===== src/rtl/la32_mem_pkg.sv =====
// Shared types and helpers for the LA32 MEM stage: memory op encoding,
// stage FSM states, the EX/MEM payload and op classification functions.
package la32_mem_pkg;

  localparam int unsigned XLEN  = 32;
  localparam int unsigned RF_AW = 5;

  typedef enum logic [3:0] {
    MEM_NONE = 4'd0,
    LD_B     = 4'd1,
    LD_H     = 4'd2,
    LD_W     = 4'd3,
    LD_BU    = 4'd4,
    LD_HU    = 4'd5,
    ST_B     = 4'd6,
    ST_H     = 4'd7,
    ST_W     = 4'd8
  } mem_op_e;

  typedef enum logic [1:0] {
    S_IDLE = 2'd0,
    S_REQ  = 2'd1,
    S_RESP = 2'd2,
    S_DONE = 2'd3
  } mem_state_e;

  typedef enum logic [1:0] {
    SZ_BYTE = 2'd0,
    SZ_HALF = 2'd1,
    SZ_WORD = 2'd2
  } mem_size_e;

  typedef struct packed {
    logic [XLEN-1:0]  pc;
    logic [XLEN-1:0]  addr;
    logic [XLEN-1:0]  sdata;
    mem_op_e          op;
    logic             rf_we;
    logic [RF_AW-1:0] rd;
  } ex_mem_pkt_t;

  function automatic logic is_load(input mem_op_e op);
    case (op)
      LD_B, LD_H, LD_W, LD_BU, LD_HU: return 1'b1;
      default:                        return 1'b0;
    endcase
  endfunction

  function automatic logic is_store(input mem_op_e op);
    case (op)
      ST_B, ST_H, ST_W: return 1'b1;
      default:          return 1'b0;
    endcase
  endfunction

  function automatic mem_size_e size_of(input mem_op_e op);
    case (op)
      LD_B, LD_BU, ST_B: return SZ_BYTE;
      LD_H, LD_HU, ST_H: return SZ_HALF;
      default:           return SZ_WORD;
    endcase
  endfunction

  // Only real memory ops can be misaligned; encodings outside the table are treated as non-memory.
  function automatic logic misaligned(input mem_op_e op, input logic [1:0] off);
    if (!(is_load(op) || is_store(op))) return 1'b0;
    case (size_of(op))
      SZ_HALF: return off[0];
      SZ_WORD: return |off;
      default: return 1'b0;
    endcase
  endfunction

endpackage


===== src/rtl/mem_align_unit.sv =====
// Combinational lane logic: store strobes and lane replication, load lane
// extraction with sign/zero extension, and misalignment detection.
module mem_align_unit
  import la32_mem_pkg::*;
(
  input  mem_op_e           op_i,
  input  logic [1:0]        off_i,
  input  logic [XLEN-1:0]   sdata_i,
  input  logic [XLEN-1:0]   rword_i,
  output logic [3:0]        wstrb_o,
  output logic [XLEN-1:0]   wdata_o,
  output logic [XLEN-1:0]   ldata_o,
  output logic              misalign_o
);

  logic [7:0]  lane_b;
  logic [15:0] lane_h;

  always_comb begin
    wstrb_o = 4'b0000;
    wdata_o = '0;
    if (is_store(op_i)) begin
      case (size_of(op_i))
        SZ_BYTE: begin
          wstrb_o = 4'b0001 << off_i;
          wdata_o = {4{sdata_i[7:0]}};
        end
        SZ_HALF: begin
          wstrb_o = 4'b0011 << off_i;
          wdata_o = {2{sdata_i[15:0]}};
        end
        default: begin
          wstrb_o = 4'b1111;
          wdata_o = sdata_i;
        end
      endcase
    end
  end

  // Lane selection uses the captured low address bits of the access.
  always_comb begin
    lane_b  = rword_i[{off_i, 3'b000} +: 8];
    lane_h  = off_i[1] ? rword_i[31:16] : rword_i[15:0];
    ldata_o = rword_i;
    case (op_i)
      LD_B:    ldata_o = {{24{lane_b[7]}}, lane_b};
      LD_BU:   ldata_o = {24'h000000, lane_b};
      LD_H:    ldata_o = {{16{lane_h[15]}}, lane_h};
      LD_HU:   ldata_o = {16'h0000, lane_h};
      default: ldata_o = rword_i;
    endcase
  end

  assign misalign_o = misaligned(op_i, off_i);

endmodule


===== src/rtl/mem_access_stage.sv =====
// MEM stage of the LA32 core: EX/MEM pipeline register, single-outstanding
// req/gnt/rvalid data-memory port, load/store alignment and forwarding info.
module mem_access_stage
  import la32_mem_pkg::*;
(
  input  logic               clk,
  input  logic               rstn,
  input  logic               ex_valid,
  output logic               mem_allowin,
  input  logic [XLEN-1:0]    ex_pc,
  input  logic [XLEN-1:0]    ex_alu_result,
  input  logic [XLEN-1:0]    ex_store_data,
  input  logic [3:0]         ex_mem_op,
  input  logic               ex_rf_we,
  input  logic [RF_AW-1:0]   ex_rd,
  input  logic               flush,
  input  logic               wb_allowin,
  output logic               wb_valid,
  output logic [XLEN-1:0]    wb_pc,
  output logic [XLEN-1:0]    wb_result,
  output logic               wb_rf_we,
  output logic [RF_AW-1:0]   wb_rd,
  output logic               wb_ale,
  output logic [XLEN-1:0]    wb_badv,
  output logic               dmem_req,
  output logic [3:0]         dmem_wstrb,
  output logic [XLEN-1:0]    dmem_addr,
  output logic [XLEN-1:0]    dmem_wdata,
  input  logic               dmem_gnt,
  input  logic               dmem_rvalid,
  input  logic [XLEN-1:0]    dmem_rdata,
  output logic               fwd_we,
  output logic [RF_AW-1:0]   fwd_rd,
  output logic [XLEN-1:0]    fwd_data,
  output logic               fwd_pending
);

  mem_state_e       state_q, state_d;
  logic             valid_q, valid_d;
  ex_mem_pkt_t      pkt_q,   pkt_d;
  logic [XLEN-1:0]  rbuf_q,  rbuf_d;

  mem_op_e          ex_op;
  logic             ex_is_mem;
  logic             ex_misalign;
  logic             ready_go;
  logic             drain;
  logic             accept;
  logic             fire;
  logic             ale;

  logic [3:0]       al_wstrb;
  logic [XLEN-1:0]  al_wdata;
  logic [XLEN-1:0]  al_ldata;
  logic             al_misalign;
  logic [XLEN-1:0]  al_rword;

  assign ex_op       = mem_op_e'(ex_mem_op);
  assign ex_is_mem   = is_load(ex_op) || is_store(ex_op);
  assign ex_misalign = misaligned(ex_op, ex_alu_result[1:0]);

  // Load data comes straight from the port in RESP, from the buffer once parked in DONE.
  assign al_rword = (state_q == S_DONE) ? rbuf_q : dmem_rdata;

  mem_align_unit u_align (
    .op_i       (pkt_q.op),
    .off_i      (pkt_q.addr[1:0]),
    .sdata_i    (pkt_q.sdata),
    .rword_i    (al_rword),
    .wstrb_o    (al_wstrb),
    .wdata_o    (al_wdata),
    .ldata_o    (al_ldata),
    .misalign_o (al_misalign)
  );

  always_comb begin
    ready_go = 1'b0;
    case (state_q)
      S_IDLE:  ready_go = 1'b1;
      S_REQ:   ready_go = 1'b0;
      S_RESP:  ready_go = dmem_rvalid;
      S_DONE:  ready_go = 1'b1;
      default: ready_go = 1'b0;
    endcase
  end

  // A flushed access still waiting for its response blocks new work until it drains.
  assign drain       = (state_q == S_RESP) && !valid_q;
  assign mem_allowin = !drain && (!valid_q || (ready_go && wb_allowin));
  assign accept      = ex_valid && mem_allowin && !flush;
  assign fire        = valid_q && ready_go && wb_allowin;

  always_comb begin
    state_d = state_q;
    valid_d = valid_q;
    pkt_d   = pkt_q;
    rbuf_d  = rbuf_q;
    if ((state_q == S_RESP) && dmem_rvalid) rbuf_d = dmem_rdata;
    if (flush) begin
      valid_d = 1'b0;
      case (state_q)
        S_REQ:   state_d = dmem_gnt    ? S_RESP : S_IDLE;
        S_RESP:  state_d = dmem_rvalid ? S_IDLE : S_RESP;
        default: state_d = S_IDLE;
      endcase
    end else begin
      case (state_q)
        S_REQ:   if (dmem_gnt) state_d = S_RESP;
        S_RESP:  if (dmem_rvalid) state_d = valid_q ? S_DONE : S_IDLE;
        default: state_d = state_q;
      endcase
      if (fire) begin
        valid_d = 1'b0;
        state_d = S_IDLE;
      end
      if (accept) begin
        valid_d = 1'b1;
        pkt_d   = '{pc: ex_pc, addr: ex_alu_result, sdata: ex_store_data,
                    op: ex_op, rf_we: ex_rf_we, rd: ex_rd};
        state_d = (ex_is_mem && !ex_misalign) ? S_REQ : S_IDLE;
      end
    end
  end

  always_ff @(posedge clk or negedge rstn) begin
    if (!rstn) begin
      state_q <= S_IDLE;
      valid_q <= 1'b0;
      pkt_q   <= '0;
      rbuf_q  <= '0;
    end else begin
      state_q <= state_d;
      valid_q <= valid_d;
      pkt_q   <= pkt_d;
      rbuf_q  <= rbuf_d;
    end
  end

  assign ale         = valid_q && al_misalign;

  assign wb_valid    = valid_q && ready_go;
  assign wb_pc       = pkt_q.pc;
  assign wb_result   = (is_load(pkt_q.op) && !al_misalign) ? al_ldata : pkt_q.addr;
  assign wb_rf_we    = pkt_q.rf_we && !ale;
  assign wb_rd       = pkt_q.rd;
  assign wb_ale      = ale;
  assign wb_badv     = ale ? pkt_q.addr : '0;

  assign dmem_req    = (state_q == S_REQ);
  assign dmem_addr   = dmem_req ? {pkt_q.addr[XLEN-1:2], 2'b00} : '0;
  assign dmem_wstrb  = dmem_req ? al_wstrb : 4'b0000;
  assign dmem_wdata  = dmem_req ? al_wdata : '0;

  assign fwd_we      = valid_q && pkt_q.rf_we;
  assign fwd_rd      = pkt_q.rd;
  assign fwd_data    = wb_result;
  assign fwd_pending = fwd_we && is_load(pkt_q.op) && !ready_go;

endmodule


===== config.mk =====
export PLATFORM = sky130hd
export DESIGN_NAME = mem_access_stage
export DESIGN_NICKNAME = d
export VERILOG_FILES = /design/src/rtl/la32_mem_pkg.sv /design/src/rtl/mem_align_unit.sv /design/src/rtl/mem_access_stage.sv
export SDC_FILE = /design/constraint.sdc
export NUM_CORES = 1
export LEC_CHECK = 0
export BUFFER_PORTS_ARGS = -buffer_cell sky130_fd_sc_hd__buf_2
export CORE_AREA = 3 3 139 141
export CTS_CLUSTER_DIAMETER = 80
export DETAILED_ROUTE_END_ITERATION = 8
export DIE_AREA = 0 0 142 144
export PLACE_DENSITY_LB_ADDON = 0.12
export SKIP_CTS_REPAIR_TIMING = 1
export SYNTH_ARGS = -nofsm -noshare
export SYNTH_HDL_FRONTEND = slang
export SYNTH_SLANG_ARGS = --single-unit

===== constraint.sdc =====
create_clock -name clk -period 4.6 [get_ports clk]
set_input_delay 0.92 -clock clk [delete_from_list [all_inputs] [get_ports clk]]
set_output_delay 0.92 -clock clk [all_outputs]
set_load 0.03 [all_outputs]

==> results.md <==
- The slew at the pin with the worst max-slew slack is 0.873 ns.
- The maximum clock rate is 244 MHz.
- The number of DRC markers in iteration 0 is 496.
- After detailed routing, the number of vias per cell comes to 5.36.
- After detailed routing, the average wire length per cell comes to 20.5 um.
- The category of the worst setup path launch point is a flip-flop.
- The repair_antennas step left the layout with diodes totalling 0.
- The classification of the worst setup path is flip-flop to primary output.
- For the worst setup path, the data required time is 3.68 ns.
- By area, the combinational part of the netlist is dominated by multiplexers.
- Setup violations remaining at the end of the flow were counted as 0.
- In this run the worst hold path is classified as flip-flop to flip-flop.
- Subtracting the final worst setup slack from the clock period gives 4.10 ns.
- The number of global-route vias before repair is 6990.
- Setup slack closes at 0.500 ns.
- The power density over the cells is 937 nW/um^2.
- Global routing used 26.0% of the available tracks.
- The flip-flop and latch count after synthesis is 141.
- The area added between synthesis and finish is 23.2%.
- The count of flip-flops with a built-in enable after synthesis is 0.
- The number of warning messages in the yosys log is 0.
- The post-synthesis adder-cell area fraction is 0.439%.
- Of the total synthesized cell area, the portion taken by XOR and XNOR cells is 0.102%.
- The H-tree depth is 4.
- The final cell area excluding filler cells is 10500 sq um.
- After detailed routing, the number of remaining DRC violations is 0.
- The number of different library cells in the post-synthesis netlist is 51.
- In the final layout, the share of cells above drive strength 1 is 52.7%.
- The slowest stage of the critical path is the sky130_fd_sc_hd__mux2i_1 cell.
- The die covers 20400 sq um.
- Walking the worst path, the cells encountered are ha_2 > buf_4 > mux2i_1 > nor3b_1 > or4_1 > a32o_1 > buf_2.
- The max-capacitance violation count is 0.
- The post-route antenna net violation count is 0.
- TritonCTS built the clock tree.
- The insertion delay of the later-clocked pin in the worst-skew pair is 0.42 ns.
- The routed layout has 7166 vias.
- The CTS sink count is 141.
- CTS placed an instance of sky130_fd_sc_hd__clkbuf_16 at the clock tree root.
- The final total negative setup slack is 0 ns.
- After detailed placement, the total cell area comes to 9950 sq um.
- The final max-slew violation count was 0.
- Counting along the longest clock path gives a buffer depth of 2.
- Port buffering added 355 buffers.
- Timing analysis after detailed placement gives a worst setup slack of 0.706 ns.
- The peak ir drop on the vdd network is 0.423 mV.
- The die span in y is 144 um.
- Setup repair after global routing left no endpoint under its margin.
- The hold violation count in the final report is 0.
- For this design the static power due to leakage is 5.14 nW.
- Data arrives at the worst endpoint at 3.18 ns.
- The commonest non-fill, non-tap cell in the layout is sky130_fd_sc_hd__buf_2.
- The number of placed instances, taps included is 1305.
- A synthesized cell averages 10.2 sq um.
- The startpoint of the most critical hold path is wb_pc[7].
- The clock-pin slew of the registers on the worst-case setup and hold paths is 0.07 ns.
- Of all nets on the critical path, the largest fanout is 34.
- The worst hold path stage count is 1.
- The cell count of the worst reg-to-reg path is 9.
- The number of instances in the synthesized netlist is 835.
- Before antenna repair, the detailed router went through 4 iterations.
- The first-pass GRT wire length is 40300 um.
- The worst slew margin relative to its limit is 41.8%.
- In this run the cell area of the synthesized design comes to 8560 sq um.
- The horizontal extent of the die is 142 um.
- The count of nets after finishing is 1243.
- The simple-gate area share of the yosys netlist is 14.1%.
- The beginning of the critical path is state_q[1].
- Clock tree synthesis inserted a total of 17 buffers.
- The routed design has 27400 um of wire.
- The initial antenna violation count is 1.
- The library cells used most frequently in the layout, excluding fill and tap cells, are sky130_fd_sc_hd__buf_2, sky130_fd_sc_hd__mux2_2, sky130_fd_sc_hd__dfrtp_1.
- The post-detailed-placement half-perimeter wirelength is 20900 um.
- The starting density of the core is 47.3%.
- Across the routed clock network, the largest skew measured is 0.00775 ns.
- The total I/O pin count is 358.
- The final clock period utilization by the worst path is 89.1%.
- Leaving out filler cells and counting taps, the final layout contains 1337.
- The run finished with clean final reports.
- The floorplan has 49 rows.
- The sequential element share of the synthesized area is 41.2%.
- In this design, the stage delay of the slowest critical-path cell is 0.53 ns.
- In this run the standard cell core region covers 18100 sq um.
- The final weighted congestion of routability-driven global placement is 0.905.
- The fraction of registers with async set or reset after synthesis is 100%.
- The most used flip-flop cell after synthesis is sky130_fd_sc_hd__dfrtp_1.
- The synthesized netlist devotes 11.1% of its cell area to compound gates.
- The layout filler cell count is 1654.
- In this run the critical register-to-register path is launched from state_q[1].
- The critical path endpoint category is a primary output.
- The mux share of post-synthesis cell area is 23.0%.
- The maximum number of pins on one net before global-route repair is 85.
- Global routing finished with a remaining overflow of 0.
## where the power goes
part,internal (mW),switching (mW),leakage [nW]
sequential,1.87,0.546,1.67
clock,0.778,0.622,0.292
combinational,1.96,4.10,3.18
## registers in the layout, summed over array words and instances, names as in the netlist
signal   flops
pkt_q       69
fwd_rd       5
wb_pc       32
state_q      2
rbuf_q      32
valid_q      1
## path summary, 6_finish.rpt
| check | endpoint | slack [ns] |
|---|---|---|
| max | wb_result[3] | 0.50 |
| min reg2reg | wb_pc[7] | 0.50 |
| max in group asynchronous | wb_pc[13] | 3.12 |
| max reg2reg | state_q[0] | 1.87 |
| min | wb_pc[7] | 0.50 |
| min in group asynchronous | pkt_q[66] | 0.55 |
## critical path: cells and delay by family (launching register included)
family	cells	cell delay (ns)
and+or+nand+nor	2	0.55
AOI/OAI and AO/OA	1	0.30
adders and majority gates	1	0.30
muxes	1	0.53
DFF	1	0.40
buffers and inverters	2	0.64
## cell families (layout without fill, tap and decap cells)
kind of cell             Yosys count  in the layout
AND/OR/NAND/NOR                  230            230
flip-flops                       141            141
AO/OA/AOI/OAI                    148            148
XOR/XNOR                           1              1
adder cells (fa/ha/maj)            3              3
other                              1              2
multiplexers                     174            174
buffers and inverters            137            409
## cell usage after synthesis (4+ instances only)
master	instances	share of area, %
sky130_fd_sc_hd__o22ai_1	8	0.58
sky130_fd_sc_hd__a21oi_1	53	3.1
sky130_fd_sc_hd__and3_1	10	0.73
sky130_fd_sc_hd__inv_1	5	0.22
sky130_fd_sc_hd__clkbuf_1	32	1.4
sky130_fd_sc_hd__o21ai_0	21	1.2
sky130_fd_sc_hd__nand3_1	5	0.29
sky130_fd_sc_hd__o22a_1	6	0.61
sky130_fd_sc_hd__nand2_1	46	2.0
sky130_fd_sc_hd__a31oi_1	13	0.95
sky130_fd_sc_hd__a21oi_2	10	1.0
sky130_fd_sc_hd__a32o_1	4	0.47
sky130_fd_sc_hd__nor3b_1	6	0.53
sky130_fd_sc_hd__buf_6	4	0.53
sky130_fd_sc_hd__nor2_1	53	2.3
sky130_fd_sc_hd__buf_4	76	6.7
sky130_fd_sc_hd__a21o_1	7	0.61
sky130_fd_sc_hd__nor3_1	13	0.76
sky130_fd_sc_hd__buf_1	4	0.18
sky130_fd_sc_hd__o21a_1	8	0.70
sky130_fd_sc_hd__nand2b_1	6	0.44
sky130_fd_sc_hd__dfrtp_1	141	41
sky130_fd_sc_hd__nor2b_1	5	0.37
sky130_fd_sc_hd__or4_1	4	0.35
sky130_fd_sc_hd__mux2_2	154	20
sky130_fd_sc_hd__and2_1	71	5.2
sky130_fd_sc_hd__buf_2	16	0.94
sky130_fd_sc_hd__mux2i_1	17	2.0
## final cells by class
type	instances	area [sq um]	area share (%)
Clock buffer	17	425	4.04
Clock inverter	15	171	1.63
Inverter	5	18.8	0.178
Multi-Input combinational cell	558	4190	39.7
Sequential cell	141	3530	33.5
Tap cell	229	287	2.72
Timing Repair Buffer	372	1920	18.2
## layer usage
metal | share of wire [%] | global-route usage (%) | vias to the layer above
met2 | 54 | 48.7 | 332
met4 | 1.9 | 8.23 | 2
met1 | 36 | 29.2 | 3427
li1 | - | - | 3370
met5 | 0.047 | 0 | -
met3 | 7.9 | 5.92 | 35
## per-stage QoR
stage | util (%) | power, mW | hold WS [ns]
after floorplan | - | 7.23 | 0.475
after global placement | 55.0 | 8.45 | 0.484
after detailed placement | 55.0 | 8.51 | 0.490
after CTS | 58.3 | 9.94 | 0.505
after global routing | 58.3 | 10.4 | 0.513
final | 58.3 | 9.88 | 0.502
(Power assumes the default switching activity.)
